==> src/rtl/clock_set_ctrl.sv <==
// clock_set_ctrl: time-setting controller for the HH:MM:SS clock counter.
// Two active-low push keys (mode, inc) are synchronized and debounced into
// single-cycle press pulses. These drive a RUN / SET_H / SET_M / COMMIT state
// machine that controls the counter's en/load inputs and its preset digits.
// Optional feature macro: CLOCK_SET_BLINK_EN blinks the digit pair being edited
// on 1 Hz ticks. Without it, blink_mask is tied to 0 and no flag register exists.

module clock_set_debounce #(
    parameter int DB_CYCLES = 1000000,
    parameter int DB_WIDTH  = 20
) (
    input  logic clk,
    input  logic rst_n,
    input  logic key,
    output logic press
);

    localparam logic [DB_WIDTH-1:0] CNT_LAST = DB_WIDTH'(DB_CYCLES - 1);

    logic                sync1;
    logic                sync2;
    logic                held;
    logic [DB_WIDTH-1:0] cnt;

    // Two-flop synchronizer for the asynchronous key; idle level is high
    always_ff @(posedge clk or negedge rst_n) begin
        if (!rst_n) begin
            sync1 <= 1'b1;
            sync2 <= 1'b1;
        end else begin
            sync1 <= key;
            sync2 <= sync1;
        end
    end

    // Count a stable low to fire one press pulse, then a stable high to re-arm
    always_ff @(posedge clk or negedge rst_n) begin
        if (!rst_n) begin
            cnt   <= '0;
            held  <= 1'b0;
            press <= 1'b0;
        end else begin
            press <= 1'b0;
            if (!held) begin
                if (sync2) begin
                    cnt <= '0;
                end else if (cnt == CNT_LAST) begin
                    cnt   <= '0;
                    held  <= 1'b1;
                    press <= 1'b1;
                end else begin
                    cnt <= cnt + 1'b1;
                end
            end else begin
                if (!sync2) begin
                    cnt <= '0;
                end else if (cnt == CNT_LAST) begin
                    cnt  <= '0;
                    held <= 1'b0;
                end else begin
                    cnt <= cnt + 1'b1;
                end
            end
        end
    end

endmodule

module clock_set_ctrl #(
    parameter int DB_CYCLES = 1000000,
    parameter int DB_WIDTH  = 20,
    parameter int TIMEOUT_S = 30
) (
    input  logic       clk,
    input  logic       rst_n,
    input  logic       tick_1hz,
    input  logic       key_mode,
    input  logic       key_inc,
    input  logic [2:0] cur_hq1,
    input  logic [3:0] cur_hq0,
    input  logic [2:0] cur_mq1,
    input  logic [3:0] cur_mq0,
    output logic       en,
    output logic       load,
    output logic [2:0] hd1,
    output logic [3:0] hd0,
    output logic [2:0] md1,
    output logic [3:0] md0,
    output logic [1:0] mode,
    output logic [3:0] blink_mask
);

    localparam int              TO_W    = $clog2(TIMEOUT_S + 1);
    localparam logic [TO_W-1:0] TO_LAST = TO_W'(TIMEOUT_S - 1);

    typedef enum logic [1:0] {
        RUN    = 2'd0,
        SET_H  = 2'd1,
        SET_M  = 2'd2,
        COMMIT = 2'd3
    } state_t;

    state_t          state;
    logic [TO_W-1:0] sec_cnt;
    logic            mode_press;
    logic            inc_press;
    logic            timeout_hit;
    logic            hour_ok;
    logic            min_ok;

    clock_set_debounce #(.DB_CYCLES(DB_CYCLES), .DB_WIDTH(DB_WIDTH)) u_db_mode (
        .clk   (clk),
        .rst_n (rst_n),
        .key   (key_mode),
        .press (mode_press)
    );

    clock_set_debounce #(.DB_CYCLES(DB_CYCLES), .DB_WIDTH(DB_WIDTH)) u_db_inc (
        .clk   (clk),
        .rst_n (rst_n),
        .key   (key_inc),
        .press (inc_press)
    );

    // A press in the same cycle as the final tick still counts as activity
    assign timeout_hit = tick_1hz && !inc_press && (sec_cnt == TO_LAST);

    // Live digits are trusted only when in range, so the preset stays legal
    assign hour_ok = ((cur_hq1 < 3'd2) && (cur_hq0 <= 4'd9)) ||
                     ((cur_hq1 == 3'd2) && (cur_hq0 <= 4'd3));
    assign min_ok  = (cur_mq1 <= 3'd5) && (cur_mq0 <= 4'd9);

    assign mode = state;

`ifdef CLOCK_SET_BLINK_EN
    logic       blink_flag;
    logic [3:0] blink_reg;
    assign blink_mask = blink_reg;
`else
    assign blink_mask = 4'b0000;
`endif

    // Set-mode state machine with registered en/load, preset digits and timeout
    always_ff @(posedge clk or negedge rst_n) begin
        if (!rst_n) begin
            state   <= RUN;
            en      <= 1'b1;
            load    <= 1'b0;
            hd1     <= 3'd0;
            hd0     <= 4'd0;
            md1     <= 3'd0;
            md0     <= 4'd0;
            sec_cnt <= '0;
`ifdef CLOCK_SET_BLINK_EN
            blink_flag <= 1'b0;
            blink_reg  <= 4'b0000;
`endif
        end else begin
            case (state)
                RUN: begin
                    en      <= 1'b1;
                    load    <= 1'b0;
                    sec_cnt <= '0;
                    if (mode_press) begin
                        state <= SET_H;
                        en    <= 1'b0;
                        hd1   <= hour_ok ? cur_hq1 : 3'd0;
                        hd0   <= hour_ok ? cur_hq0 : 4'd0;
                        md1   <= min_ok  ? cur_mq1 : 3'd0;
                        md0   <= min_ok  ? cur_mq0 : 4'd0;
                    end
                end
                SET_H: begin
                    if (mode_press) begin
                        state   <= SET_M;
                        sec_cnt <= '0;
                    end else if (timeout_hit) begin
                        state   <= RUN;
                        en      <= 1'b1;
                        sec_cnt <= '0;
                    end else if (inc_press) begin
                        sec_cnt <= '0;
                        if ((hd1 == 3'd2) && (hd0 == 4'd3)) begin
                            hd1 <= 3'd0;
                            hd0 <= 4'd0;
                        end else if (hd0 == 4'd9) begin
                            hd1 <= hd1 + 1'b1;
                            hd0 <= 4'd0;
                        end else begin
                            hd0 <= hd0 + 1'b1;
                        end
                    end else if (tick_1hz) begin
                        sec_cnt <= sec_cnt + 1'b1;
                    end
                end
                SET_M: begin
                    if (mode_press) begin
                        state   <= COMMIT;
                        load    <= 1'b1;
                        sec_cnt <= '0;
                    end else if (timeout_hit) begin
                        state   <= RUN;
                        en      <= 1'b1;
                        sec_cnt <= '0;
                    end else if (inc_press) begin
                        sec_cnt <= '0;
                        if (md0 == 4'd9) begin
                            md0 <= 4'd0;
                            md1 <= (md1 == 3'd5) ? 3'd0 : md1 + 1'b1;
                        end else begin
                            md0 <= md0 + 1'b1;
                        end
                    end else if (tick_1hz) begin
                        sec_cnt <= sec_cnt + 1'b1;
                    end
                end
                COMMIT: begin
                    if (tick_1hz) begin
                        state <= RUN;
                        en    <= 1'b1;
                        load  <= 1'b0;
                    end
                end
                default: state <= RUN;
            endcase
`ifdef CLOCK_SET_BLINK_EN
            if ((state == SET_H) && !mode_press && !timeout_hit) begin
                if (tick_1hz) begin
                    blink_flag <= ~blink_flag;
                    blink_reg  <= {~blink_flag, ~blink_flag, 2'b00};
                end
            end else if ((state == SET_M) && !mode_press && !timeout_hit) begin
                if (tick_1hz) begin
                    blink_flag <= ~blink_flag;
                    blink_reg  <= {2'b00, ~blink_flag, ~blink_flag};
                end
            end else begin
                blink_flag <= 1'b0;
                blink_reg  <= 4'b0000;
            end
`endif
        end
    end

endmodule

==> config.mk <==
export PLATFORM = sky130hd
export DESIGN_NAME = clock_set_ctrl
export DESIGN_NICKNAME = d
export VERILOG_FILES = /design/src/rtl/clock_set_ctrl.sv
export SDC_FILE = /design/constraint.sdc
export NUM_CORES = 1
export LEC_CHECK = 0
export BUFFER_PORTS_ARGS = -buffer_cell sky130_fd_sc_hd__buf_4
export CAP_MARGIN = 10
export CORE_ASPECT_RATIO = 0.8
export CORE_UTILIZATION = 30
export DETAILED_ROUTE_END_ITERATION = 8
export GPL_TIMING_DRIVEN = 1
export PLACE_DENSITY = 0.58
export SYNTH_ARGS = -nofsm -noshare
export SYNTH_HDL_FRONTEND = slang
export SYNTH_SLANG_ARGS = --single-unit
==> constraint.sdc <==
create_clock -name clk -period 4.6 [get_ports clk]
set_input_delay 0.69 -clock clk [delete_from_list [all_inputs] [get_ports clk]]
set_output_delay 0.69 -clock clk [all_outputs]
set_load 0.01 [all_outputs]
Yosys cells after proc, flatten, opt, wreduce, memory -nomap -nowiden

Index checks and enable logic that the tools add are counted.

Bits in registers: 71
Bits of input ports: 19
Output and inout port bits: 22
Word-level logic and storage cells: 148

Add/sub/neg operators: 7
$lt $le $gt $ge: 5
Equal/unequal tests: 26
Mux-type cells: 70
Reduce and logical (&&, ||, !) cells: 22

Operators by type and width:

| operator                                               | number |
|---|---|
| two-way mux 20 bit                                     | 8 |
| two-way mux 4 bit                                      | 13 |
| two-way mux 3 bit                                      | 14 |
| adder 20 x 1 -> 20 bit (second input constant)         | 2 |
| equality test 20 bit (second input constant)           | 2 |
| two-way mux 5 bit                                      | 4 |
| two-way mux 1 bit                                      | 18 |
| one-hot mux 4 bit (2 select lines)                     | 2 |
| inequality test 2 bit (second input constant)          | 7 |
| one-hot mux 3 bit (2 select lines)                     | 2 |
| AND reduction 6 bit                                    | 2 |
| two-way mux 2 bit                                      | 5 |
| inequality test 2 x 1 -> 1 bit (second input constant) | 5 |
| one-hot mux 5 bit (2 select lines)                     | 1 |
| AND reduction 5 bit                                    | 2 |
| adder 4 x 1 -> 4 bit (second input constant)           | 2 |
| equality test 4 bit (second input constant)            | 2 |
| less-or-equal comparator 4 bit (second input constant) | 2 |
| one-hot mux 2 bit (4 select lines)                     | 1 |
| adder 3 x 1 -> 3 bit (second input constant)           | 2 |
| equality test 3 x 2 -> 1 bit (second input constant)   | 2 |
| logical AND 1 bit                                      | 6 |
| one-hot mux 1 bit (3 select lines)                     | 2 |
| AND reduction 3 bit                                    | 2 |
| 18 further kinds                                       | 22 |

Longest topological paths before layout

Depth after elaboration: 7
Mapped depth: 7
Depth with buffers taken out: 6

Hierarchy

A second synthesis with hierarchy kept.

Cells, all modules: 417
Area total of the unflattened synthesis: 4010.1 um^2

By module, submodules not included:

| module             | times used | cells an instance | area each (um^2) | sequential area each (um^2) |
|---|---|---|---|---|
| clock_set_debounce | 2          | 114               | 1164.9           | 603.1 |
| clock_set_ctrl     | 1          | 189               | 1680.4           | 576.8 |

Worst setup path after synthesis

Ideal clock, no wire load.

Path kind: reg2reg
Start point: register state[0] (netlist: mode[0])
End point: register hd0[0]
Library setup time: 0.090 ns
Data arrival time: 1.889 ns
Required time: 4.510 ns
Path slack: 2.621 ns
Stages on the path, launching flop included: 7
Path buffers: 0
Cells stage by stage: dfrtp_1 > inv_1 > ha_1 > nand4bb_1 > o21a_1 > or4_1 > o221ai_1

Cells in the longest elaborated chain, start to end: 3
Elaborated cells on any way between the ends: 9
Classes of those cells: 5 x eq/ne; 1 x mux; 3 x reduce/logical

RTL lines:

| element                                                                  | line | text |
|---|---|---|
| from (decl)                                                              | 103  | `state_t state;` |
| from (signal assigned)                                                   | 146  | `state <= RUN;` |
| from (signal assigned)                                                   | 165  | `state <= SET_H;` |
| from (signal assigned)                                                   | 175  | `state <= SET_M;` |
| equality test 2 x 1 -> 1 bit / logical NOT 2 bit (equally long branches) | 159  | `case (state)` |
| inequality test 2 x 1 -> 1 bit (no line) (tied with other cells)         | --   |  |
| AND reduction 5 bit (no line)                                            | --   |  |
| to (signal assigned)                                                     | 168  | `hd0 <= hour_ok ? cur_hq0 : 4'd0;` |
| to (signal assigned)                                                     | 190  | `hd0 <= hd0 + 1'b1;` |
| to (decl)                                                                | 86   | `output logic [3:0] hd0,` |

Parallel ways exist; a longest one is shown, timed or not.
A chain may end at the register's enable or synchronous reset.

Worst setup path after layout

Start point: register state[1] (netlist: mode[1])
End point: register hd0[0]

Same word-level chain as after synthesis.

==> run_results.csv <==
group,metric,value,unit
routing,first_pass_iters,5,
placement,dpl_cell_area,4320,sq um
timing,clock_skew,0.00436,ns
timing,final-hold-violation-count,0,
die,die_y,104,um
final_layout,fin_util,37.2,%
worst_setup_path,critical_path_class,"register to register",
die,start_util,31.4,%
final_layout,fin_area,4620,sq um
pwr,ir_drop,0.177,mV
timing,period_share,49.4,%
timing,timing.fmax,440,MHz
worst_setup_path,end_kind,"register",
worst_hold_path,hold_path_class,"register to register",
final_layout,syn2layout_area_growth,18.4,%
die,die-width,130,um
pwr,power_leakage,1.88,nW
clock_tree,path_clk_slew,0.06,ns
timing,grt_setup_unrepaired,"no",
clock_tree,cts_tree,"done",
yosys,ys_types,63,
routing,wirelength,8450,um
clock_tree,numCtsBuffers,9,
clock_tree,clock_sinks,71,
die,row_count,36,
final_layout,regArea,1780,sq um
timing,setup_viol,0,
timing,tightestPinTransition,0.903,ns
worst_setup_path,crit_required,4.84,ns
clock_tree,post-cts-setup-buffers,0,
yosys,syn-mean-instance-area,9.50,sq um
die,ios,41,
placement,place.gp.congestion,0.794,
clock_tree,ctsResizeCount,0,
worst_setup_path,cp_max_fo,12,
timing,slew_violations,0,
timing,max_slew_margin,39.8,%
global_route,grt_use_total,13.5,%
pwr,power.density,321,nW/um^2
clock_tree,cts.htree.levels,3,
run,maxCapViolations,0,
timing,tns,0,ns
yosys,synthCells,411,
routing,ant_nets,0,
placement,hpwl,5840,um
clock_tree,postCtsHoldBufs,0,
global_route,grt_max_degree,72,
yosys,yosysSeqAreaShare,45.7,%
outcome,status,"completed",
worst_setup_path,cp.arrival,2.51,ns
worst_setup_path,cp-start-kind,"register",
final_layout,n_fill_cell,1274,
final_layout,drive_gt1_share,16.0,%
yosys,ys.flop_type,"dfrtp_1",
global_route,antenna_found_initial,0,
placement,port_buffers,36,
timing,timing.final.crit_period,2.27,ns
routing,route.detailed.drc,0,
final_layout,nets,478,
global_route,grt_overflow,0,
yosys,synth_seq_cells,71,
yosys,ys_async_sr_fraction,100,%
clock_tree,worstSkewPairLatency,0.33,ns
yosys,synth_edf_count,0,
die,dieArea,13500,sq um
routing,post_drt_wl_per_cell,13.6,um
routing,drt_iter0_markers,238,
die,coreArea,12400,sq um
global_route,grt_pass1_vias,3053,
routing,vias,3160,
final_layout,diodes,0,
clock_tree,clock-root-buffer,"clkbuf_16",
clock_tree,cts_buffer_depth,2,
yosys,yosysWarnings,0,
global_route,grt_pass1_wl,14500,um
final_layout,multi_input_area,1960,sq um
routing,via_per_inst,5.08,
yosys,synth_area,3900,sq um
## worst max-delay path: stages, from the launching register on
cell and delay, ns:
dfrtp_1 0.42, inv_1 0.15, ha_1 0.41, nand4bb_1 0.19
o21a_1 0.23, or4_1 0.58, o221ai_1 0.21
## synth_stat cells, types with 9 or more instances
master    n  area, sq um
nor3_1    9         45.0
or4_1    12         90.1
o31ai_1  10         75.1
nand3_1  19         95.1
nor2_1   39          146
inv_1    25         93.8
dfrtp_1  66         1650
ha_1     13          163
nand2_1  33          124
xnor2_1  18          158
a21oi_1  24          120
o21ai_0  16         80.1
## registers in the layout, indices dropped and copies added (netlist names), 2 cells and up, named ones only
name	cells
u_db_mode.cnt	20
md0	4
u_db_inc.cnt	20
hd0	4
md1	3
sec_cnt	5
mode	2
hd1	3
## report_power, final
part / total, mW / switching (mW) / internal, mW / leakage [nW]
Sequential: 0.652 / 0.0140 / 0.638 / 0.917
Combinational: 0.140 / 0.0850 / 0.0548 / 0.822
Clock: 0.692 / 0.261 / 0.431 / 0.144
## final timing paths
kind | from | to | slack (ns) | cells past startpoint
min in group asynchronous | rst_n | u_db_mode.cnt[15] | 0.48 | 1
max reg2reg | mode[1] | hd0[0] | 2.33 | 6
max | mode[1] | hd0[0] | 2.33 | 6
min reg2reg | u_db_inc.sync1 | u_db_inc.sync2 | 0.36 | 0
min | u_db_inc.sync1 | u_db_inc.sync2 | 0.36 | 0
max in group asynchronous | rst_n | u_db_inc.cnt[10] | 3.52 | 1
## cell type report
class | count | area share, %
multi-input combinational | 303 | 42.5
clock inverter | 6 | 1.30
tap | 171 | 4.63
timing repair buffer | 36 | 5.85
inverter | 25 | 2.03
clock buffer | 10 | 5.17
sequential | 71 | 38.6
## cell families after synthesis
| logic type | Yosys count | share of synthesized area [%] |
|---|---|---|
| buf+inv | 40 | 4.33 |
| mux | 2 | 0.513 |
| simple gates | 171 | 24.2 |
| fa+ha+maj | 13 | 4.17 |
| other cells | 1 | 0.0961 |
| compound gates | 87 | 15.2 |
| flops | 71 | 45.7 |
| xor+xnor | 26 | 5.83 |
## metal layers
layer  share of wire, %  wire length (um)  up-vias  track usage, %
met5                  0                 0        -               0
met4               0.75                63        0            2.91
met3                4.5               380        5            4.68
met2                 44              3700       66            19.6
met1                 51              4300     1529            19.1
li1                   -                 -     1560               -
## cells in the final DEF, fill, tap and decap left out, types with 4 or more instances in the layout
master	netlist	layout
a21oi_1	24	24
and3_1	7	7
buf_4	4	36
clkbuf_16	0	9
conb_1	1	4
dfrtp_1	66	66
dfstp_2	5	5
ha_1	13	13
inv_1	25	25
nand2_1	33	33
nand2b_1	4	4
nand3_1	19	19
nand4_1	7	7
nor2_1	39	39
nor3_1	9	9
nor4_1	7	7
o21ai_0	16	16
o221ai_1	4	4
o31ai_1	10	10
o41ai_1	4	4
or3_1	7	7
or4_1	12	12
xnor2_1	18	18
xor2_1	8	8
## metrics by stage
| stage | std cells | hold WS [ns] | total power [mW] | worst slack [ns] |
|---|---|---|---|---|
| after floorplan | 414 | 0.345 | 0.750 | 2.62 |
| after global placement | 606 | 0.350 | 0.801 | 2.42 |
| after detailed placement | 606 | 0.349 | 0.803 | 2.33 |
| after CTS | 622 | 0.358 | 1.51 | 2.31 |
| after global routing | 622 | 0.364 | 1.56 | 2.15 |
| final | 622 | 0.358 | 1.48 | 2.33 |
(Power assumes the default switching activity.)
